===== src/rtl/fu_lza_cnt_if.sv =====
// Bundle between the LZA edge-detect stage and the leading-zero count encoder.
// The edge side drives the operand, stall and kill; the encoder returns the shift amount.
interface fu_lza_cnt_if;
  logic         ex_v;
  logic [0:162] ex_edge;
  logic         ex_hold;
  logic         ex_flush;
  logic         lza_v;
  logic [0:7]   lza_amt;
  logic         lza_zero;

  modport master (
    output ex_v, ex_edge, ex_hold, ex_flush,
    input  lza_v, lza_amt, lza_zero
  );

  modport slave (
    input  ex_v, ex_edge, ex_hold, ex_flush,
    output lza_v, lza_amt, lza_zero
  );
endinterface


===== src/rtl/fu_lza_cnt.sv =====
// Two-stage leading-zero count encoder for the FPU normalizer.
// s1: per-group OR and 16-bit priority encode; s2: group select and combine.
// Bit 0 of ex_edge is the MSB; lza_amt is the index of its first set bit.
module fu_lza_cnt #(
  parameter int unsigned GRP    = 16,
  parameter int unsigned NOEDGE = 163
) (
  input logic          clk,
  input logic          rst,
  fu_lza_cnt_if.slave  bus
);
  localparam int unsigned W    = 163;
  localparam int unsigned NGRP = (W + GRP - 1) / GRP;
  localparam int unsigned PW   = $clog2(GRP);
  localparam int unsigned GW   = $clog2(NGRP);
  localparam int unsigned PADW = NGRP * GRP;

  // Tail of the last group is padded with zeros so every group is full width.
  logic [0:PADW-1] pad;
  assign pad = {bus.ex_edge, {(PADW - W){1'b0}}};

  logic [0:NGRP-1] any_c;
  logic [PW-1:0]   pos_c [NGRP];

  for (genvar g = 0; g < NGRP; g++) begin : g_grp
    logic [0:GRP-1] bits;
    logic [PW-1:0]  pos;

    assign bits     = pad[g*GRP +: GRP];
    assign any_c[g] = |bits;
    assign pos_c[g] = pos;

    // Leftmost set bit of the group; scanning right to left so the lowest index wins.
    always_comb begin
      pos = '0;
      for (int unsigned k = 0; k < GRP; k++) begin
        if (bits[PW'(GRP - 1 - k)]) pos = PW'(GRP - 1 - k);
      end
    end
  end

  logic            s1_v;
  logic [0:NGRP-1] s1_any;
  logic [PW-1:0]   s1_pos [NGRP];

  // Stage 1 registers: valid follows ex_v, data loads only with an incoming valid.
  always_ff @(posedge clk) begin
    if (rst) begin
      s1_v   <= 1'b0;
      s1_any <= '0;
      s1_pos <= '{default: '0};
    end else if (bus.ex_flush) begin
      s1_v <= 1'b0;
    end else if (!bus.ex_hold) begin
      s1_v <= bus.ex_v;
      if (bus.ex_v) begin
        s1_any <= any_c;
        s1_pos <= pos_c;
      end
    end
  end

  logic [GW-1:0] gsel;
  logic          found;
  logic [7:0]    amt_c;

  // Lowest group with an edge selects the coarse offset; its in-group position is added.
  always_comb begin
    gsel  = '0;
    found = 1'b0;
    for (int unsigned k = 0; k < NGRP; k++) begin
      if (s1_any[GW'(NGRP - 1 - k)]) begin
        gsel  = GW'(NGRP - 1 - k);
        found = 1'b1;
      end
    end
    amt_c = found ? (8'(gsel) * 8'(GRP) + 8'(s1_pos[gsel])) : 8'(NOEDGE);
  end

  // Stage 2 registers: outputs keep the last valid result while lza_v is low.
  always_ff @(posedge clk) begin
    if (rst) begin
      bus.lza_v    <= 1'b0;
      bus.lza_amt  <= '0;
      bus.lza_zero <= 1'b0;
    end else if (bus.ex_flush) begin
      bus.lza_v <= 1'b0;
    end else if (!bus.ex_hold) begin
      bus.lza_v <= s1_v;
      if (s1_v) begin
        bus.lza_amt  <= amt_c;
        bus.lza_zero <= !found;
      end
    end
  end
endmodule


===== src/flat_wrapper.sv =====
// flat-port wrapper written by rule: the top's interface ports become plain ports
module fu_lza_cnt_flat 
#(
  parameter int unsigned GRP    = 16,
  parameter int unsigned NOEDGE = 163
)
  (clk, rst, bus_ex_v, bus_ex_edge, bus_ex_hold, bus_ex_flush, bus_lza_v, bus_lza_amt, bus_lza_zero);
  fu_lza_cnt_if bus_i ();
  input logic clk;
  input logic rst;
  input wire logic [$bits(bus_i.ex_v)-1:0] bus_ex_v;
  input wire logic [$bits(bus_i.ex_edge)-1:0] bus_ex_edge;
  input wire logic [$bits(bus_i.ex_hold)-1:0] bus_ex_hold;
  input wire logic [$bits(bus_i.ex_flush)-1:0] bus_ex_flush;
  output wire logic [$bits(bus_i.lza_v)-1:0] bus_lza_v;
  output wire logic [$bits(bus_i.lza_amt)-1:0] bus_lza_amt;
  output wire logic [$bits(bus_i.lza_zero)-1:0] bus_lza_zero;
  assign bus_i.ex_v = bus_ex_v;
  assign bus_i.ex_edge = bus_ex_edge;
  assign bus_i.ex_hold = bus_ex_hold;
  assign bus_i.ex_flush = bus_ex_flush;
  assign bus_lza_v = bus_i.lza_v;
  assign bus_lza_amt = bus_i.lza_amt;
  assign bus_lza_zero = bus_i.lza_zero;
  fu_lza_cnt #(.GRP(GRP), .NOEDGE(NOEDGE)) u_core (.clk(clk), .rst(rst), .bus(bus_i));
endmodule

===== config.mk =====
export PLATFORM = sky130hd
export DESIGN_NAME = fu_lza_cnt_flat
export DESIGN_NICKNAME = d
export VERILOG_FILES = /design/src/rtl/fu_lza_cnt_if.sv /design/src/rtl/fu_lza_cnt.sv /design/src/flat_wrapper.sv
export SDC_FILE = /design/constraint.sdc
export NUM_CORES = 1
export LEC_CHECK = 0
export CAP_MARGIN = 25
export CORE_UTILIZATION = 30
export CTS_CLUSTER_DIAMETER = 200
export DETAILED_ROUTE_END_ITERATION = 10
export PLACE_DENSITY = 0.71
export SYNTH_ARGS = -nofsm -noshare
export SYNTH_HDL_FRONTEND = slang
export SYNTH_SLANG_ARGS = --single-unit

===== constraint.sdc =====
create_clock -name clk -period 2.5 [get_ports clk]
set_input_delay 0.75 -clock clk [delete_from_list [all_inputs] [get_ports clk]]
set_output_delay 0.75 -clock clk [all_outputs]
set_load 0.03 [all_outputs]

Word-level counts from Yosys, hierarchy flattened
Index checks and enable logic that the tools add are counted.
{"block": "totals", "regBits": 66}
{"block": "classes", "reduce_logical": 15, "bitwise": 3, "addsub": 1, "muxes": 189, "order_cmp": 1}
{"operator": "$mux 4", "n": 173}
{"operator": "$reduce_or 16->1", "n": 10}
{"operator": "$bmux 4 s4", "n": 1}
{"operator": "$mux 1", "n": 11}
{"operator": "$add 8x4->8", "n": 1}
{"operator": "$mux 8", "n": 1}
{"operator": "$mux 2", "n": 3}
{"operator": "$reduce_and 3->1", "n": 2}
{"operator": "$ge 5x5->1 const B", "n": 1}
{"operator": "$not 4->5", "n": 1}
{"operator": "$reduce_or 3->1", "n": 1}
{"operator": "$not 1->1", "n": 2}
{"operator": "$reduce_or 2->1", "n": 1}
{"operator": "$logic_not 1->1", "n": 1}

Depth between registers and ports, before layout
Gate-level depths: netlist of run 1.
{"block": "depth", "word_depth": 17, "depth_mapped": 8, "depth_no_buf": 6}

Worst setup path after synthesis of run 1
OpenSTA, ideal clock, no wires.
{"block": "synth_timing", "path_type": "input to register", "startpoint": "input port bus_ex_hold", "endpoint": "register u_core.s1_any[9] (netlist bit)", "setup_time_ns": 0.131, "path_slack_ns": 0.169, "cell_stages": 8, "required_time_ns": 2.369, "arrival_ns": 2.199, "path_buffers": 2, "cell_sequence": "clkbuf_1 > or3b_2 > buf_2 > nor3_1 > nor3b_1 > nand2_1 > nor2_1 > nor3_1"}
{"block": "synth_via", "elab_chain_len": 2}
{"element": "start, declared", "line": "flat_wrapper.sv:13", "text": "input wire logic [$bits(bus_i.ex_hold)-1:0] bus_ex_hold;"}
{"element": "$not 1->1 (no source line)"}
{"element": "$reduce_and 3->1 (no source line)"}
{"element": "end signal, assigned", "line": "fu_lza_cnt.sv:57", "text": "s1_any <= any_c;"}
{"element": "end, declared", "line": "fu_lza_cnt.sv:43", "text": "logic [0:NGRP-1] s1_any;"}
Every way passes these cells.
A chain may end at the register's enable or synchronous reset.

Final worst setup path of run 1
{"block": "layout_timing", "startpoint": "input port bus_ex_v", "endpoint": "register u_core.s1_any[0] (netlist bit)"}
{"block": "layout_via", "elab_chain_len": 1}
{"element": "start, declared", "line": "flat_wrapper.sv:11", "text": "input wire logic [$bits(bus_i.ex_v)-1:0] bus_ex_v;"}
{"element": "$reduce_and 3->1 (no source line)"}
Every way passes these cells.

==> reports/metrics.cfg, run 1 <==
[outcome]
status = finished clean

[synth]
synth.most_common_cell = nor2_1
ys.flop_type = dfxtp_1
ys_seq_area_share_pct = 29.2
ys_types = 52
synth_nets = 784
synthArstFlopShare_pct = 0
ys_top_cells_by_count = 108 x nor2_1, 64 x dfxtp_1, 51 x a21oi_1
synth_top_cell_area_share_pct = 29.2
synth_area_leader_cell = dfxtp_1
synth_area_leaders = dfxtp_1 29%, nor2_1 9.3%, a21oi_1 5.8%
synth_seq_cells = 64
synth_edf_count = 0
avgSynthCellArea_um2 = 7.11
syn_inst = 616
netlist_area_um2 = 4380
ys_warn_count = 0

[clock_network]
cts_resized = 0
cts_hold_buf = 0
cts_buffer_depth = 2
post_cts.repair.setup_buffers = 0
tritoncts = done
clkSinkCount = 64
clk_pin_slew_ns = 0.05
numCtsBuffers = 9
root_buffer = clkbuf_16
clk_latency_ns = 0.32
cts_max_level = 3

[detailed_routing]
firstDrtPassIters = 7
drt_iter0_markers = 217
routed_wl_um = 13900
vias = 5258
ant_nets = 0
wl_per_cell_um = 13.9
drc = 0
vias_per_cell = 5.25

[pwr]
clock_power_share_pct = 42.4
p_per_area_nw_per_um2 = 458
cellLeakagePower_uw = 0.00245
p_switching_uw = 782
p_sw_share_pct = 24.8
ir_drop_mv = 0.333
combPwrFrac_pct = 23.7
power_uw = 3160
seqPwrFrac_pct = 33.9
p_int_uw = 2370

[grt]
grt_start_max_net_pins = 50
grt_pass1_vias = 4860
track_usage_pct = 18.4
grt_overflow_total = 0
antenna_found_initial = 0
grt_pass1_wl_um = 22200

[timing]
clock_skew_ns = 0.00373
tns_ns = 0
setup_ws_ns = 0.132
finalCritPeriodShare_pct = 94.7
rsz0062_at_grt = false
setup_violations = 0
period_needed_ns = 2.37
slew_violations = 0
relSlewSlack_pct = 58.3
tightest_slew_ns = 0.626
fmax_mhz = 422
hold_violations = 0

[worst_setup_path]
cp-end-kind = flop
critPathMaxStageDelay_ns = 0.50
critPathMaxFanout = 49
crit_start = bus_ex_v
worstPathRequired_ns = 2.68
critPathLaunchType = primary input
path_cells = clkdlybuf4s50_1 -> or3b_2 -> buf_4 -> nor2_1 -> nand2_1 -> nor2_1 -> a211oi_1
path_class = primary input to flop
worst_ep_arrival_time_ns = 2.55
r2r_start = u_core.s1_any[5]
crit_slowest_cell = or3b_2
timing.critical_path.mode_cell = nor2_1

[cells_and_area]
syn2layout_area_growth_pct = 57.2
antenna_cells = 0
drive_above_1_share_pct = 9.99
fin_util_pct = 49.1
layout.nets = 985

[floorplan]
die_w_um = 123
num_rows = 43
io_pins = 178
die-area_um2 = 15100
coreArea_um2 = 14000
fp.dieH_um = 123
start_util_pct = 31.2

[placed_design]
dpl.hpwl_um = 11500
dpl_worst_slack_ns = -0.183
portBuffers = 177
place_congestion = 0.875

[hold_path]
hp-class = flop to flop
min-delay-start = u_core.bus.lza_amt[3]

[flow_run]
drv_cap = 0

==> area by class of cell <==
class                   instances  area, um^2
fillers                      1403        7150
inverters                      38         143
multi-input cells             488        2850
flip-flops and latches         64        1280
clock inverters                 3        65.1
repair buffers                216        2070
well taps                     180         225
clock buffers                  12         256
==> layout by cell type (no fill, tap or decap), types with 3 or more instances in the layout <==
cell type        instances
a211oi_1                20
a31o_2                   8
mux2_2                   4
o21bai_1                10
inv_1                   38
mux2i_1                  3
nor3b_1                 11
clkbuf_16                9
nor2_1                 108
or4_1                    7
a32oi_1                  8
a21oi_1                 51
nor2b_1                 11
or4_4                    3
dfxtp_1                 64
o211ai_1                19
buf_4                   38
a2111oi_0                3
nor3_1                  45
o31ai_1                 29
o21ai_0                 13
clkdlybuf4s50_1        176
nand2_1                 49
o32ai_1                  3
nand3_1                 16
a22oi_1                 10
nor4_1                  21
==> sequential cells by signal (all words and copies together), names as in the netlist <==
| name | cells |
|---|---|
| u_core.s1_any | 11 |
| u_core.bus.lza_zero | 1 |
| u_core.s1_v | 1 |
| u_core.bus.lza_v | 1 |
| u_core.bus.lza_amt | 8 |
| u_core.s1_pos | 42 |
==> worst max-delay path: cells and delay by family <==
kind | cells | cell delay, ns
AND/OR/NAND/NOR | 4 | 0.93
buffers and inverters | 2 | 0.79
AO/OA/AOI/OAI | 1 | 0.05
==> worst paths after layout <==
check / endpoint / slack (ns) / cells after the start
worst max-delay path: u_core.s1_any[0] / 0.13 / 7
worst min-delay path: u_core.bus.lza_amt[3] / 0.46 / 2
worst max register to register: u_core.bus.lza_amt[7] / 0.24 / 7
worst min register to register: u_core.bus.lza_amt[3] / 0.46 / 2
==> metrics by stage <==
step / instance area (um^2) / hold slack (ns) / std cells
global placement: 6570 / 0.443 / 986
finish: 6890 / 0.456 / 1001
detailed placement: 6570 / 0.445 / 986
CTS: 6890 / 0.454 / 1001
floorplan: 4380 / 0.432 / 616
global route: 6890 / 0.471 / 1001
==> power by group through the flow <==
stage | Clock (uW) | Combinational, uW | Sequential, uW
2_1_floorplan | 0 | 323 | 1080
3_3_place_gp | 0 | 738 | 1090
3_5_place_dp | 0 | 744 | 1090
4_1_cts | 1360 | 747 | 1070
5_1_grt | 1410 | 820 | 1070
6_report | 1340 | 749 | 1070
==> per-layer routing <==
metal  GRT usage (%)  part of all wire (%)
met1            24.4                    46
met2            30.0                    46
met3            3.95                   6.2
met4            4.88                   1.5
met5               0                     0
==> logic make-up (layout without fill, tap and decap cells) <==
family,Yosys count,in the layout,synth area share (%)
and+or+nand+nor,284,284,31.2
muxes,7,7,1.71
DFF,64,64,29.2
buffers and inverters,64,269,5.94
AOI/OAI and AO/OA,197,197,31.9
No activity file was read; power rests on OpenSTA's default activity.
==> run 2, diff against run 1 <==
--- a/config.mk
+++ b/config.mk
@@ -10,6 +10,7 @@
 export CTS_CLUSTER_DIAMETER = 200
 export DETAILED_ROUTE_END_ITERATION = 10
 export PLACE_DENSITY = 0.71
+export SKIP_LAST_GASP = 1
 export SYNTH_ARGS = -nofsm -noshare
 export SYNTH_HDL_FRONTEND = slang
 export SYNTH_SLANG_ARGS = --single-unit
==> results of run 2 <==
Final layout, timing and power as in run 1 (identical DEF).
==> RTL edit (flow settings as in run 1) <==
`GRP` is set to 16 in 2 places; all go to 32.
--- a/src/rtl/fu_lza_cnt.sv
+++ b/src/rtl/fu_lza_cnt.sv
@@ -3,5 +3,5 @@
 // Bit 0 of ex_edge is the MSB; lza_amt is the index of its first set bit.
 module fu_lza_cnt #(
-  parameter int unsigned GRP    = 16,
+  parameter int unsigned GRP    = 32,
   parameter int unsigned NOEDGE = 163
 ) (
--- a/src/flat_wrapper.sv
+++ b/src/flat_wrapper.sv
@@ -2,5 +2,5 @@
 module fu_lza_cnt_flat 
 #(
-  parameter int unsigned GRP    = 16,
+  parameter int unsigned GRP    = 32,
   parameter int unsigned NOEDGE = 163
 )
Formal check against the unedited RTL: same outputs for any inputs over 4 cycles, from zero or initial values and one cycle with rst high; that may be too few to reach the edited logic, so the function may still have changed.
==> RTL edit against run 1 <==
Total power decreased by 37%; area after synthesis decreased by 18%; worst setup slack better by 30 ps; sequential power shrank 32%; cell area shrank 14%; critical path type unchanged; routed wire length decreased by 14%; largest power group is now registers; clock power is 51% lower; the run now ends with design-rule violations left; non-clock buffer count is 3 higher; synthesized cell count decreased by 12%; count of clock-buffer cells in the layout shrank 4; register-to-register slack better by 640 ps; sequential cell count down 20.
==> RTL edit: results (changes against run 1) <==
- Number of nets in the layout: 922 (-6.4%)
- Syn_nets: 711 (-9.3%)
* Post-Layout Cell Count: 898 (-10%)
* Met1 demand-to-capacity share in global routing: 23.1% (-1.3 points)
- The ratio of cells with drive above 1 in the final layout was 8.61% (-1.4 points).
* Total area of multi-input combinational cells: 2510 µm² (-12%)
- The starting DRC count in detailed routing was 248 (+14%).
* Last element of the critical path: u_core.s1_any[1]
* Sum of met3 wire segment lengths after detailed routing: 719 µm (-17%)
- Wire length of the first global-routing pass: 20200 µm (-9.1%)
- Vias in the first global route: 4649 (-4.3%)
- Met3 Track Usage GR: 3.34% (-0.61 points)
- Insertion delay to the later sink of the worst-skew pair: 280 ps (-40 ps)
- Worst Path Max Fanout: 22 (-55%)
- The run finished, with violations left.
* Worst Tran Pin Value: 515 ps (-110 ps)
- The detailed-route via count was 4733 (-10%).
* Total clock buffers created by CTS: 5 (-4)
- The worst vdd rail ir drop came to 0.284 mV (-15%).
- The number of combinational gates with multiple inputs came to 452 (-7.4%).
- Placement-stage cell area: 5780 µm² (-12%)
* R2R depth: 6 (-1)
- The complex-gate fraction of the synthesized area came to 27.5% (-4.4 points).
- The minimum clock period was 2340 ps (-30.4 ps).
- Fill cells: 1132 (-19%)
- H-tree level count: 2 (-1)
* Origin of the worst min-delay path: u_core.s1_pos[0]
* Violations in the final reports: design-rule violations
* Metal1 wirelength: 5210 µm (-19%)
* Total area of sequential cells: 881 µm² (-31%)
* Switching power total: 0.524 mW (-33%)
* Worst Hold End: u_core.s1_pos[0]
* Average detailed-routed wire length per instance: 13.2 µm (-4.7%)
- The arrival time of the worst setup path is 2500 ps (-50 ps).
- The minimum hold slack is 458 ps (+1.89 ps).
- Proportion of synthesized chip area in sequential cells: 24.6% (-4.7 points)
* M2 GR Usage: 35.4% (+5.4 points)
- The minimum setup slack among reg-to-reg paths was 880 ps (+640 ps).
- Multiplexer fraction of the synthesized cell area: 2.51% (+0.80 points)
- Registers with the highest flip-flop counts: u_core.s1_pos: 27 flops, u_core.bus.lza_amt: 8 flops, u_core.s1_any: 6 flops
* Post-place setup slack: -172 ps (+10.9 ps)
- The static leakage is 2.11 nW (-14%).
- DR DRC count: 12 (+12)
- Maximum clock skew at final layout: 1.68 ps (-2.05 ps)
- The amount of wire on met2 after detailed routing came to 5840 µm (-8.5%).
[RTL edit: cell types whose count changed after synthesis, moves of 11 or more]
cell / run 1 / this run
sky130_fd_sc_hd__nor4_1: 21 / 38
sky130_fd_sc_hd__dfxtp_1: 64 / 44
sky130_fd_sc_hd__o211ai_1: 19 / 2
sky130_fd_sc_hd__o21ai_0: 13 / 35
sky130_fd_sc_hd__nor3_1: 45 / 34
sky130_fd_sc_hd__clkbuf_1: 19 / 8
sky130_fd_sc_hd__a211oi_1: 20 / 7
sky130_fd_sc_hd__a21oi_1: 51 / 62
sky130_fd_sc_hd__o31ai_1: 29 / 5
[RTL edit: power by group through the flow]
stage	Combinational (mW)	Sequential (mW)	Clock, mW
final	0.608	0.729	0.653
after global placement	0.597	0.745	0
after detailed placement	0.606	0.745	0
after global routing	0.665	0.731	0.691
after CTS	0.609	0.729	0.662
after floorplan	0.191	0.740	0
